**config.mk**
```make
export PLATFORM = sky130hd
export DESIGN_NAME = vram_arbiter
export DESIGN_NICKNAME = d
export VERILOG_FILES = /design/src/rtl/ppu_pkg.sv /design/src/rtl/vram_arbiter.sv
export SDC_FILE = /design/constraint.sdc
export NUM_CORES = 1
export LEC_CHECK = 0
export CAP_MARGIN = 5
export CELL_PAD_IN_SITES_DETAIL_PLACEMENT = 1
export CELL_PAD_IN_SITES_GLOBAL_PLACEMENT = 2
export CORE_AREA = 4 4 92 94
export CTS_BUF_LIST = sky130_fd_sc_hd__clkbuf_16
export DETAILED_ROUTE_END_ITERATION = 12
export DIE_AREA = 0 0 96 98
export HOLD_SLACK_MARGIN = 0.05
export PLACE_DENSITY = 0.91
export SLEW_MARGIN = 15
export SYNTH_ARGS = -nofsm -noshare
export SYNTH_HDL_FRONTEND = slang
export SYNTH_SLANG_ARGS = --single-unit
```
**constraint.sdc**
```tcl
create_clock -name clk -period 3.2 [get_ports clk]
set_input_delay 0.8 -clock clk [delete_from_list [all_inputs] [get_ports clk]]
set_output_delay 0.8 -clock clk [all_outputs]
set_load 0.01 [all_outputs]
```
**src/rtl/ppu_pkg.sv**
```systemverilog
// Shared PPU definitions: mode encoding, VRAM window and open-bus value.
// Used by vram_arbiter (optional mode-3 stall behaviour: VRAM_ARB_STALL_EN).
package ppu_pkg;

    typedef enum logic [1:0] {
        MODE_HBLANK = 2'd0,
        MODE_VBLANK = 2'd1,
        MODE_OAM    = 2'd2,
        MODE_XFER   = 2'd3
    } ppu_mode_t;

    localparam logic [15:0] VRAM_BASE = 16'h8000;
    localparam int          VRAM_AW   = 13;
    localparam logic [7:0]  OPEN_BUS  = 8'hFF;

    // True when a CPU address falls in the 8 KiB VRAM window.
    function automatic logic in_vram(input logic [15:0] a);
        return a[15:13] == VRAM_BASE[15:13];
    endfunction

endpackage

```
**src/rtl/vram_arbiter.sv**
```systemverilog
// Shares the single-port VRAM BRAM between the PPU fetcher and the CPU bus.
// Define VRAM_ARB_STALL_EN to stall mode-3 CPU accesses instead of open-bus acking them.
module vram_arbiter
    import ppu_pkg::*;
#(
    parameter int AW = 13,
    parameter int DW = 8
) (
    input  logic          clk,
    input  logic          rst,
    input  logic [1:0]    ppu_mode,
    input  logic          ppu_req,
    input  logic [AW-1:0] ppu_a,
    output logic          ppu_gnt,
    output logic          ppu_valid,
    output logic [DW-1:0] ppu_dout,
    input  logic          cpu_req,
    input  logic          cpu_wr,
    input  logic [15:0]   cpu_a,
    input  logic [DW-1:0] cpu_din,
    output logic          cpu_ack,
    output logic [DW-1:0] cpu_dout,
    output logic [AW-1:0] ram_a,
    output logic [DW-1:0] ram_din,
    output logic          ram_we,
    input  logic [DW-1:0] ram_dout
);

    typedef enum logic [1:0] {
        S_IDLE,
        S_CPU_STALL,
        S_CPU_RESP
    } state_t;

    state_t        state_q, state_d;
    logic          ppu_inflight_q;
    logic          cpu_ack_q;
    logic [DW-1:0] ppu_dout_q;
    logic [DW-1:0] cpu_dout_q;
    logic [AW-1:0] ram_a_q;

    logic xfer, cpu_hit, cpu_elig;
    logic cpu_grant, cpu_stall, cpu_openbus, ppu_grant;

    always_comb begin
        xfer     = (ppu_mode_t'(ppu_mode) == MODE_XFER);
        cpu_hit  = in_vram(cpu_a);
        cpu_elig = !rst && cpu_req && (state_q == S_IDLE || state_q == S_CPU_STALL);
`ifdef VRAM_ARB_STALL_EN
        cpu_grant   = cpu_elig && cpu_hit && !xfer;
        cpu_stall   = cpu_elig && cpu_hit && xfer;
        cpu_openbus = cpu_elig && !cpu_hit;
`else
        cpu_grant   = cpu_elig && cpu_hit && !xfer;
        cpu_stall   = 1'b0;
        cpu_openbus = cpu_elig && !(cpu_hit && !xfer);
`endif
        ppu_grant = !rst && ppu_req && !cpu_grant;

        // CPU_RESP always falls back to IDLE: cpu_elig is false there.
        state_d = S_IDLE;
        if (cpu_grant && !cpu_wr)
            state_d = S_CPU_RESP;
        else if (cpu_stall)
            state_d = S_CPU_STALL;
    end

    always_comb begin
        ppu_gnt = ppu_grant;
        ram_we  = cpu_grant && cpu_wr;
        ram_din = cpu_grant ? cpu_din : '0;
        if (rst)
            ram_a = '0;
        else if (cpu_grant)
            ram_a = cpu_a[AW-1:0];
        else if (ppu_grant)
            ram_a = ppu_a;
        else
            ram_a = ram_a_q;
    end

    // Read data comes straight off the BRAM output register in the
    // valid/ack cycle and is held afterwards; rst squashes in-flight responses.
    always_comb begin
        ppu_valid = ppu_inflight_q && !rst;
        cpu_ack   = cpu_ack_q && !rst;
        if (rst) begin
            ppu_dout = '0;
            cpu_dout = '0;
        end else begin
            ppu_dout = ppu_inflight_q ? ram_dout : ppu_dout_q;
            cpu_dout = (state_q == S_CPU_RESP) ? ram_dout : cpu_dout_q;
        end
    end

    always_ff @(posedge clk) begin
        if (rst) begin
            state_q        <= S_IDLE;
            ppu_inflight_q <= 1'b0;
            cpu_ack_q      <= 1'b0;
            ppu_dout_q     <= '0;
            cpu_dout_q     <= '0;
            ram_a_q        <= '0;
        end else begin
            state_q        <= state_d;
            ppu_inflight_q <= ppu_grant;
            cpu_ack_q      <= cpu_grant || cpu_openbus;
            ram_a_q        <= ram_a;
            if (ppu_inflight_q)
                ppu_dout_q <= ram_dout;
            if (state_q == S_CPU_RESP)
                cpu_dout_q <= ram_dout;
            else if (cpu_openbus && !cpu_wr)
                cpu_dout_q <= DW'(OPEN_BUS);
        end
    end

endmodule

```
==> impl_results.md, run 1 <==
- CP max-delay cell: or3_4
- Async set or reset register ratio after synthesis: 0
- Worst setup margin: about 0.065 ns
- Antenna viol nets, final: 0
- Top_reg_cell synth: dfxtp_1
- Cell Chain, Critical Path: clkdlybuf4s15_1 > or3b_4 > or3_4 > buf_12 > mux2_4 > buf_6
- Gr busiest metal: met2
- Top cell type's share of synthesized area: 0.4051
- Top cells by count, synth: dfxtp_1 (32), mux2i_1 (29), nor2_1 (23), a211oi_1 (16), and2_1 (10)
- Root Buffer: clkbuf_16
- Main combinational cell family by area after synthesis: multiplexers
- Min Tclk post-route: approximately 3.1 ns
- Post-Synth Adder-Cell Area: 0
- Ranking of synthesized cells by area: dfxtp_1 (41%), mux2i_1 (18%), a211oi_1 (7.6%), nor2_1 (5.5%), mux2_2 (4.3%)
- Post-CTS Hold Buffers: 0
- Worst vdd ir: 171.5 µV
- Pwr Total: 1.092 mW
- Chip height: 98 µm
- Synth Area in XOR/XNOR: 0
- P_int: between 800 and 900 µW
- Die ar.: about 9400 µm²
- Met2 usage: 0.2188
- Worst-Skew Late Latency: around 0.27 ns
- Largest net degree at the start of global routing: 24
- Setup_tns: 0 ns
- Routability Congestion: between 0.7 and 0.8
- Final hold vios: 0
- Compound-Gate Fraction of Synth Area: 0.08070
- Hpwl dp: 4.216 mm
- Total number of vias: about 1600
- CTS tree: yes
- First-pass GRT wire length: around 9.1 mm
- GR Util met1: 0.1453
- Crit path largest cell delay: 0.40 ns
- Share of cells above drive strength 1: 0.2694
- MaxCap Viol Count: 0
- Mapped Nets: approximately 210
- Worst hold-check path type: reg2reg
- Final wirelength: approximately 5.6 mm
- Status: finished clean
- Max Fclk: between 0.3 and 0.4 GHz
- Multiplexer area fraction after synthesis: 0.2642
- Starting DRT DRC Count: 22
- Yosys reg bits: 32
- Vias in the first global route: roughly 1800
- Layout net count: approximately 320
- Global Route Usage Sum: 0.1233
- Final-layout fill cell count: between 800 and 900
- Die Wd: about 96 µm
- Psw: between 200 and 300 µW
- # clock sinks: 32
- Input/output buffers: 92
- Met3 capacity usage during global routing: 0.02928
- I/O pin count: 93
- Initial antenna violation count: 0
- R2R setup slack: approximately 1.3 ns
- Final cell area excluding filler cells: around 2900 µm²
- Clock Skew: 0.006608 ns
- Normalized max-slew margin: 0.6203
- Synth Cell Area: 1582 µm²
- RSZ-0062 raised after global routing: false
- Worst Max-Slew Pin Slew: approximately 0.57 ns
- CTS H-tree lvls: 2
- Vias per cell: about 4.3
- Row count: 32
- CP top delay family: simple AND/OR/NAND/NOR gates
- Core box area: 7647 µm²
- Max Fanout on Critical Path: 7
- Combinational fraction of design power: 0.204
- Library cells used by synthesis: 22
- Pwr/cell area: approximately 380 nW/µm²
- Worst path required time: around 2.4 ns
- Detailed-router iteration count before antenna repair: 4
- Worst path bufs/invs: 3
- Routed len/inst: between 15 and 20 µm
- Data arrival, critical path: between 2 and 2.5 ns
- Max-slew violations: 0
- Synth Area in Simple Gates: 0.1970
- Top-count cell post-synth: dfxtp_1
- Setup Crit Path Kind: in2out
- Clock Power Share: 0.399
- DRC: 0
- Number of enable flip-flop cells after synthesis: 0
- Overflow after GRT: 0
- Final setup fails: 0
- Sequential Power Share: 0.397
- Sequential share of the synthesized area: 0.4051
- Starting density of the core: 0.2068
- Avg Cell Area, Syn: slightly below 10 µm²
- TritonCTS buffer count: 5
- DP Worst Slack: -0.7679 ns
- Crit share post-route: 0.9796
- Net Sw Frac: 0.2313
- Antenna cells: 0
- Clock tree buffer depth: 2
- Setup crit end kind: output pin
- Syn Inst Count: 162
- Final core occ: 0.3786
- Clock-pin slew on the worst setup and hold paths: roughly 0.050 ns
- Lkg Pwr: around 1.3 nW
- Yosys top cell by area: dfxtp_1
- Placed Area: approximately 2700 µm²
- P&R area growth vs syn: 83.07%
- Syn. warnings: 0
- Crit path launch type: input port
layout by cell type (no fill, tap or decap), types with 2 or more instances in the layout:
master,Yosys,routed
nor2_1,23,23
mux2i_1,29,29
buf_4,0,19
clkinv_1,0,2
a211oi_1,16,15
nor2b_1,2,2
buf_6,3,5
dfxtp_1,32,32
mux2_4,4,4
clkbuf_16,0,5
clkbuf_2,0,4
clkdlybuf4s50_1,0,62
nor4_1,9,9
buf_12,0,2
mux2_2,6,6
dlymetal6s2s_1,0,2
and2_1,10,9
dlygate4sd2_1,0,8
or2_2,8,8
or3b_4,0,2
buf_2,1,12
worst reg2reg max path, delay by kind of cell (launching register included):
kind / cells / cell delay, ns
AND/OR/NAND/NOR: 2 / 0.79
buffers and inverters: 2 / 0.43
flip-flops: 1 / 0.30
multiplexers: 1 / 0.27
power by group through the flow:
stage | Combinational [mW] | Sequential [mW] | Clock (mW)
6_report | 0.223 | 0.433 | 0.436
5_1_grt | 0.244 | 0.436 | 0.467
4_1_cts | 0.229 | 0.434 | 0.452
3_5_place_dp | 0.228 | 0.442 | 0
3_3_place_gp | 0.224 | 0.441 | 0
2_1_floorplan | 0.0938 | 0.437 | 0
worst paths after layout:
check | from | end | depth (start not counted)
worst max-delay path | cpu_req | ram_a[11] | 6
worst max register to register | state_q[1] | ram_a_q[5] | 5
worst min register to register | ppu_dout_q[0] | ppu_dout_q[0] | 2
worst min-delay path | ppu_dout_q[0] | ppu_dout_q[0] | 2
final cells by class:
cell class | instances | area, µm² | area share
Clock buffer | 5 | 125.1 | 0.04322
Clock inverter | 2 | 7.507 | 0.002593
Inverter | 1 | 3.754 | 0.001296
Multi-Input combinational cell | 114 | 885.9 | 0.3060
Sequential cell | 32 | 640.6 | 0.2213
Tap cell | 102 | 127.6 | 0.04408
Timing Repair Buffer | 117 | 1105 | 0.3816
registers in the layout (all words and copies together) (netlist names):
register	flops
ram_a_q	13
cpu_dout_q	8
ppu_dout_q	8
cpu_ack_q	1
ppu_inflight_q	1
state_q	1
stage by stage:
step / hold WS, ns / instances
final: 0.5109 / 373
after global routing: 0.5502 / 373
after CTS: 0.5156 / 373
after detailed placement: 0.5033 / 361
after global placement: 0.4928 / 361
after floorplan: 0.5372 / 162
cells by family after synthesis:
kind of cell,Yosys count
AND/OR/NAND/NOR,58
multiplexers,39
flip-flops,32
AO/OA/AOI/OAI,17
buffers and inverters,16
layer usage:
metal,up-vias,share of wire
li1,789,-
met1,776,0.41
met2,51,0.51
met3,2,0.072
met4,0,0.0084
met5,-,0
repair_timing:
action                                  4_1_cts  5_1_grt
pin swaps                                     3        3
endpoints found under the setup margin       24       11
gates cloned                                  3        0
setup buffers                                 2        0
gates resized for setup                      91        8
(Power assumes the default switching activity.)
==> run 2, diff against run 1 <==
==> constraint.sdc (replaced) <==
create_clock -name clk -period 3 [get_ports clk]
set_input_delay 0.75 -clock clk [delete_from_list [all_inputs] [get_ports clk]]
set_output_delay 0.75 -clock clk [all_outputs]
set_load 0.01 [all_outputs]
==> run 2 against run 1 <==
Clock skew down 0.00052 ns. Largest cell class unchanged. Clock power is 6.4% higher. Sequential share of layout area about the same.
==> impl_results.md, run 2 (synthesis results as in run 1) <==
- Largest net degree at the start of global routing: 24 (unchanged)
- Commonest cells after routing, fill and taps aside: clkdlybuf4s50_1 (62), dfxtp_1 (32), mux2i_1 (29), nor2_1 (23), buf_4 (19)
- Worst-Skew Late Latency: 0.27 ns (about the same)
- Antenna viol nets, final: 0 (unchanged)
- Final hold vios: 0 (unchanged)
- Sequential Power Share: 0.397 (about the same)
- Data arrival, critical path: 2.25 ns (-0.08 ns)
- Final setup fails: 0 (unchanged)
- Input/output buffers: 92 (unchanged)
- Core box area: 7647 µm² (unchanged)
- RSZ-0062 raised after global routing: true
- Max-slew violations: 0 (unchanged)
- Global Route Usage Sum: 0.1236 (+0.0003125)
- Vias in the first global route: 1767 (-0.057%)
- Worst vdd ir: 188.5 µV (+9.9%)
- Worst Max-Slew Pin Slew: 0.6221 ns (+0.05326 ns)
- Overflow after GRT: 0 (unchanged)
- Net Sw Frac: 0.2309 (-0.0004126)
- Final-layout fill cell count: 868 (-0.12%)
- DRC: 0 (unchanged)
- Initial antenna violation count: 1 (+1)
- # clock sinks: 32 (unchanged)
- Chip height: 98 µm (unchanged)
- Die Wd: 96 µm (unchanged)
- Detailed-router iteration count before antenna repair: 4 (unchanged)
- Row count: 32 (unchanged)
- Vias per cell: 4.348 (+0.23%)
- Setup crit end kind: output pin
- MaxCap Viol Count: 0 (unchanged)
- Routed len/inst: 15.20 µm (+0.74%)
- Crit share post-route: 1.000
- Commonest non-fill, non-tap cell in the layout: clkdlybuf4s50_1
- First-pass GRT wire length: 8.956 mm (-1.1%)
- Final core occ: 0.3794 (+0.0008190)
- Normalized max-slew margin: 0.5847 (-0.03556)
- TritonCTS buffer count: 5 (unchanged)
- Worst setup margin: 0.0001104 ns (-0.06528 ns)
- Share of cells above drive strength 1: 0.2731 (+0.003690)
- Min Tclk post-route: 3.000 ns
- Clock-pin slew on the worst setup and hold paths: 0.05 ns (about the same)
- Layout net count: 323 (unchanged)
- Setup Crit Path Kind: in2out
- Largest Register: ram_a_q
- Root Buffer: clkbuf_16
- Setup_tns: 0 ns (unchanged)
- Crit path launch type: input port
- Register area: 640.6 µm² (unchanged)
- Worst path required time: 2.25 ns (-0.15 ns)
- Multi-input logic area: 885.9 µm² (unchanged)
- Clock Skew: 0.006085 ns (-0.0005226 ns)
- Hpwl dp: 4.233 mm (+0.40%)
- Top Registers: ram_a_q x13, cpu_dout_q x8, ppu_dout_q x8
- Worst hold-check path type: reg2reg
- Status: finished clean
- Starting DRT DRC Count: 26 (+18%)
- Die ar.: 9408 µm² (unchanged)
- Psw: 269.3 µW (+6.6%)
- Max Fclk: approximately 0.33 GHz
- P&R area growth vs syn: 83.46%
- Pwr/cell area: 401.9 nW/µm² (+6.5%)
- Starting density of the core: 0.2068 (unchanged)
- Clock tree buffer depth: 2 (unchanged)
- Max Fanout on Critical Path: 6 (-1)
- Lkg Pwr: 1.288 nW (-0.86%)
- Combinational fraction of design power: 0.205 (about the same)
- I/O pin count: 93 (unchanged)
- CTS H-tree lvls: 2 (unchanged)
- Routability Congestion: 0.7108 (about the same)
- Pwr Total: 1.166 mW (+6.8%)
- Final wirelength: 5.683 mm (+1.0%)
- Max reg flops: 13 (unchanged)
- CTS tree: yes
- P_int: 896.9 µW (+6.8%)
- Total number of vias: 1626 (+0.49%)
- DP Worst Slack: -0.8387 ns (-0.07089 ns)
- Clock Power Share: 0.398 (about the same)
run 2: changes by cell type in the layout (fill, tap and decap cells not counted):
cell | before | now
buf_2 | 12 | 14
dlygate4sd2_1 | 8 | 10
diode_2 | 0 | 1
buf_8 | 0 | 1
clkdlybuf4s15_1 | 1 | 0
clkbuf_2 | 4 | 1
buf_6 | 5 | 6
dlymetal6s2s_1 | 2 | 0
run 2: layout make-up:
cell class / count / share of cell area
clock buffer: 5 / 0.04312
multi-input combinational: 114 / 0.3053
inverter: 1 / 0.001294
tap: 102 / 0.04398
antenna: 1 / 0.0008624
sequential: 32 / 0.2208
timing repair buffer: 117 / 0.3821
clock inverter: 2 / 0.002587
run 2: per-stage QoR:
stage	hold WS, ns	std cells	area, µm²
global placement	0.4928	361	2725
finish	0.5121	374	2902
global route	0.5485	374	2902
detailed placement	0.5033	361	2725
CTS	0.5156	373	2894
floorplan	0.5372	162	1582
run 2: routing by layer:
layer	track usage	part of all wire	wire, µm	up-vias
met2	0.2188	0.51	2893	54
met3	0.03390	0.072	407	4
met5	0	0	0	-
met4	0.03611	0.012	70	0
li1	-	-	-	789
met1	0.1421	0.41	2310	779
run 2: power groups by stage:
| stage | Clock [mW] | Combinational (mW) | Sequential (mW) |
|---|---|---|---|
| floorplan | 0 | 0.100 | 0.466 |
| global placement | 0 | 0.239 | 0.470 |
| detailed placement | 0 | 0.243 | 0.472 |
| CTS | 0.482 | 0.243 | 0.463 |
| global route | 0.497 | 0.261 | 0.466 |
| finish | 0.464 | 0.239 | 0.463 |
run 2: worst max-delay path, stage by stage:
cell and delay, ns:
buf_8 0.10, or3b_4 0.37, or3_4 0.44, buf_16 0.17
mux2_4 0.30, buf_6 0.12
run 2: timing repair:
action,in CTS,in global routing
gates resized for setup,100,3
endpoints found under the setup margin,24,10
hold buffers,0,0
buffers inserted,2,0
pin swaps,4,0
gates cloned,3,0
run 2: final timing paths:
path,startpoint,to,slack [ns],cells past startpoint
setup / recovery,rst,ram_a[4],0.0001,6
hold / removal,ppu_dout_q[7],ppu_dout_q[7],0.51,2
setup reg to reg,state_q[1],ram_a_q[5],1.06,5
hold reg to reg,ppu_dout_q[7],ppu_dout_q[7],0.51,2
==> run 3, diff against run 2 <==
--- a/config.mk
+++ b/config.mk
@@ -8,10 +8,10 @@
 export CAP_MARGIN = 5
 export CELL_PAD_IN_SITES_DETAIL_PLACEMENT = 1
 export CELL_PAD_IN_SITES_GLOBAL_PLACEMENT = 2
-export CORE_AREA = 4 4 92 94
+export CORE_AREA = 8 8 96 98
 export CTS_BUF_LIST = sky130_fd_sc_hd__clkbuf_16
 export DETAILED_ROUTE_END_ITERATION = 12
-export DIE_AREA = 0 0 96 98
+export DIE_AREA = 0 0 104 106
 export HOLD_SLACK_MARGIN = 0.05
 export PLACE_DENSITY = 0.91
 export SLEW_MARGIN = 15
==> run 3 against run 2 <==
Utilization is 0.43 points lower. Final area is 1.4% higher. First-iteration DRC count is 35% higher. Sequential power hardly changed. Highest routed layer unchanged.
==> impl_results.md, run 3 (synthesis results as in run 1) <==
- Status: finished clean
- Crit path launch type: input port
- Max-slew violations: 0 (unchanged)
- Largest Register: ram_a_q
- CTS tree: yes
- Pwr/cell area: 401.2 nW/µm² (-0.19%)
- Hpwl dp: 4.617 mm (+9.1%)
- Clock tree buffer depth: 2 (unchanged)
- Root Buffer: clkbuf_16
- Total number of vias: 1610 (-0.98%)
- Crit path from: rst
- I/O pin count: 93 (unchanged)
- Antenna cells: 0 (-1)
- First-pass GRT wire length: 9.680 mm (+8.1%)
- CP top delay family: simple AND/OR/NAND/NOR gates
- Commonest cells after routing, fill and taps aside: clkdlybuf4s50_1 (62), dfxtp_1 (32), mux2i_1 (29), nor2_1 (23), buf_4 (22)
- Layout net count: 325 (+0.62%)
- Data arrival, critical path: 2.23 ns (-0.02 ns)
- Largest net degree at the start of global routing: 41 (+71%)
- Max reg flops: 13 (unchanged)
- Max Fclk: 0.3358 GHz (+0.73%)
- Worst Max-Slew Pin Slew: 0.5638 ns (-0.05827 ns)
- Post-CTS Hold Buffers: 0 (unchanged)
- CP max-delay cell: or3_4
- Top Registers: ram_a_q x13, cpu_dout_q x8, ppu_dout_q x8
- Pwr Total: 1.181 mW (+1.2%)
- Final core occ: 0.3751 (-0.004298)
- Detailed-router iteration count before antenna repair: 4 (unchanged)
- Lkg Pwr: 1.294 nW (+0.45%)
- CTS H-tree lvls: 2 (unchanged)
- Final-layout fill cell count: 900 (+3.7%)
- Worst-Skew Late Latency: 0.27 ns (about the same)
- Starting density of the core: 0.2016 (-0.005211)
- Core box area: 7845 µm² (+2.6%)
- Normalized max-slew margin: 0.6236 (+0.03890)
- Die Wd: 104 µm (+8.3%)
- Clock Skew: 0.003399 ns (-0.002686 ns)
- Share of cells above drive strength 1: 0.3139 (+0.04081)
- Routed len/inst: 16.20 µm (+6.6%)
- Global Route Usage Sum: 0.1092 (-0.01433)
- Initial antenna violation count: 0 (-1)
- Setup crit end kind: output pin
- DRC: 0 (unchanged)
- Worst Min Path Start: ppu_dout_q[2]
- Crit share post-route: 0.9927 (-0.007227)
- # clock sinks: 32 (unchanged)
- Vias per cell: 4.248 (-2.3%)
- Chip height: 106 µm (+8.2%)
- Vias in the first global route: 1745 (-1.2%)
- P&R area growth vs syn: 86.08%
- Final hold vios: 0 (unchanged)
- Worst hold-check path type: reg2reg
- Row count: 33 (+3.1%)
- Final wirelength: 6.139 mm (+8.0%)
- Worst path required time: 2.25 ns (about the same)
- MaxCap Viol Count: 0 (unchanged)
- Min Tclk post-route: 2.978 ns (-0.02168 ns)
- RSZ-0062 raised after global routing: false
- Input/output buffers: 92 (unchanged)
- Routability Congestion: 0.7158 (+0.70%)
- Final setup fails: 0 (unchanged)
- Commonest non-fill, non-tap cell in the layout: clkdlybuf4s50_1
- TritonCTS buffer count: 5 (unchanged)
- Post-Layout Cell Count: 379 (+1.3%)
- Worst vdd ir: 223.9 µV (+19%)
- Cell Chain, Critical Path: buf_6 > or3b_4 > or3_4 > buf_12 > mux2_4 > buf_6
- Overflow after GRT: 0 (unchanged)
- Worst path bufs/invs: 3 (unchanged)
- Clock-pin slew on the worst setup and hold paths: 0.05 ns (about the same)
- Max Fanout on Critical Path: 7 (+1)
- Crit path largest cell delay: 0.43 ns (about the same)
- Die ar.: 11020 µm² (+17%)
- Setup Crit Path Kind: in2out
- Placed Cells: 366 (+1.4%)
- Antenna viol nets, final: 0 (unchanged)
- Cell mode on critical path: buf_6
- Starting DRT DRC Count: 35 (+35%)
- R2r startpoint: state_q[1]
run 3: layout make-up:
| type | instances | area (µm²) | area share |
|---|---|---|---|
| Inverter | 1 | 3.754 | 0.001276 |
| Sequential cell | 32 | 640.6 | 0.2177 |
| Tap cell | 105 | 131.4 | 0.04464 |
| Clock inverter | 3 | 11.26 | 0.003827 |
| Multi-Input combinational cell | 114 | 915.9 | 0.3112 |
| Clock buffer | 5 | 125.1 | 0.04252 |
| Timing Repair Buffer | 119 | 1115 | 0.3788 |
run 3: what timing repair did:
action,CTS,global route
buffers inserted,3,0
gates cloned,2,0
endpoints found under the setup margin,41,10
resized for setup,112,8
pin swaps,4,0
run 3: metal layers:
layer / vias up / track usage / wire (µm)
li1: 792 / - / -
met1: 759 / 0.1218 / 2647
met2: 54 / 0.1984 / 3128
met3: 5 / 0.02541 / 275
met4: 0 / 0.04033 / 87
met5: - / 0 / 0
run 3: where the power goes:
group          switching, mW  leakage [nW]  internal (mW)
logic                 0.0942         0.957          0.151
clock network          0.174        0.0738          0.298
registers            0.00995         0.264          0.453
total                  0.279          1.29          0.902
run 3: stage by stage:
| step | setup TNS (ns) | hold WS (ns) | setup WS [ns] | instance area, µm² |
|---|---|---|---|---|
| floorplan | 0 | 0.5372 | 0.01489 | 1582 |
| global placement | -18.13 | 0.4906 | -0.7967 | 2744 |
| detailed placement | -19.26 | 0.4958 | -0.8468 | 2744 |
| CTS | 0 | 0.5171 | 0.004276 | 2953 |
| global route | 0 | 0.5468 | 0.001712 | 2943 |
| finish | 0 | 0.5083 | 0.02179 | 2943 |
run 3: worst paths after layout:
check	slack [ns]	cells past startpoint	endpoint
setup reg to reg	1.04	5	ram_a_q[12]
hold / removal	0.51	2	ppu_dout_q[2]
setup / recovery	0.02	6	ram_a[11]
hold reg to reg	0.51	2	ppu_dout_q[2]
run 3: worst register-to-register path, stage by stage (launching register included):
cell       delay (ns)
dfxtp_1          0.31
or3b_4           0.39
or3_4            0.43
buf_4            0.16
bufbuf_16        0.27
mux2_2           0.28
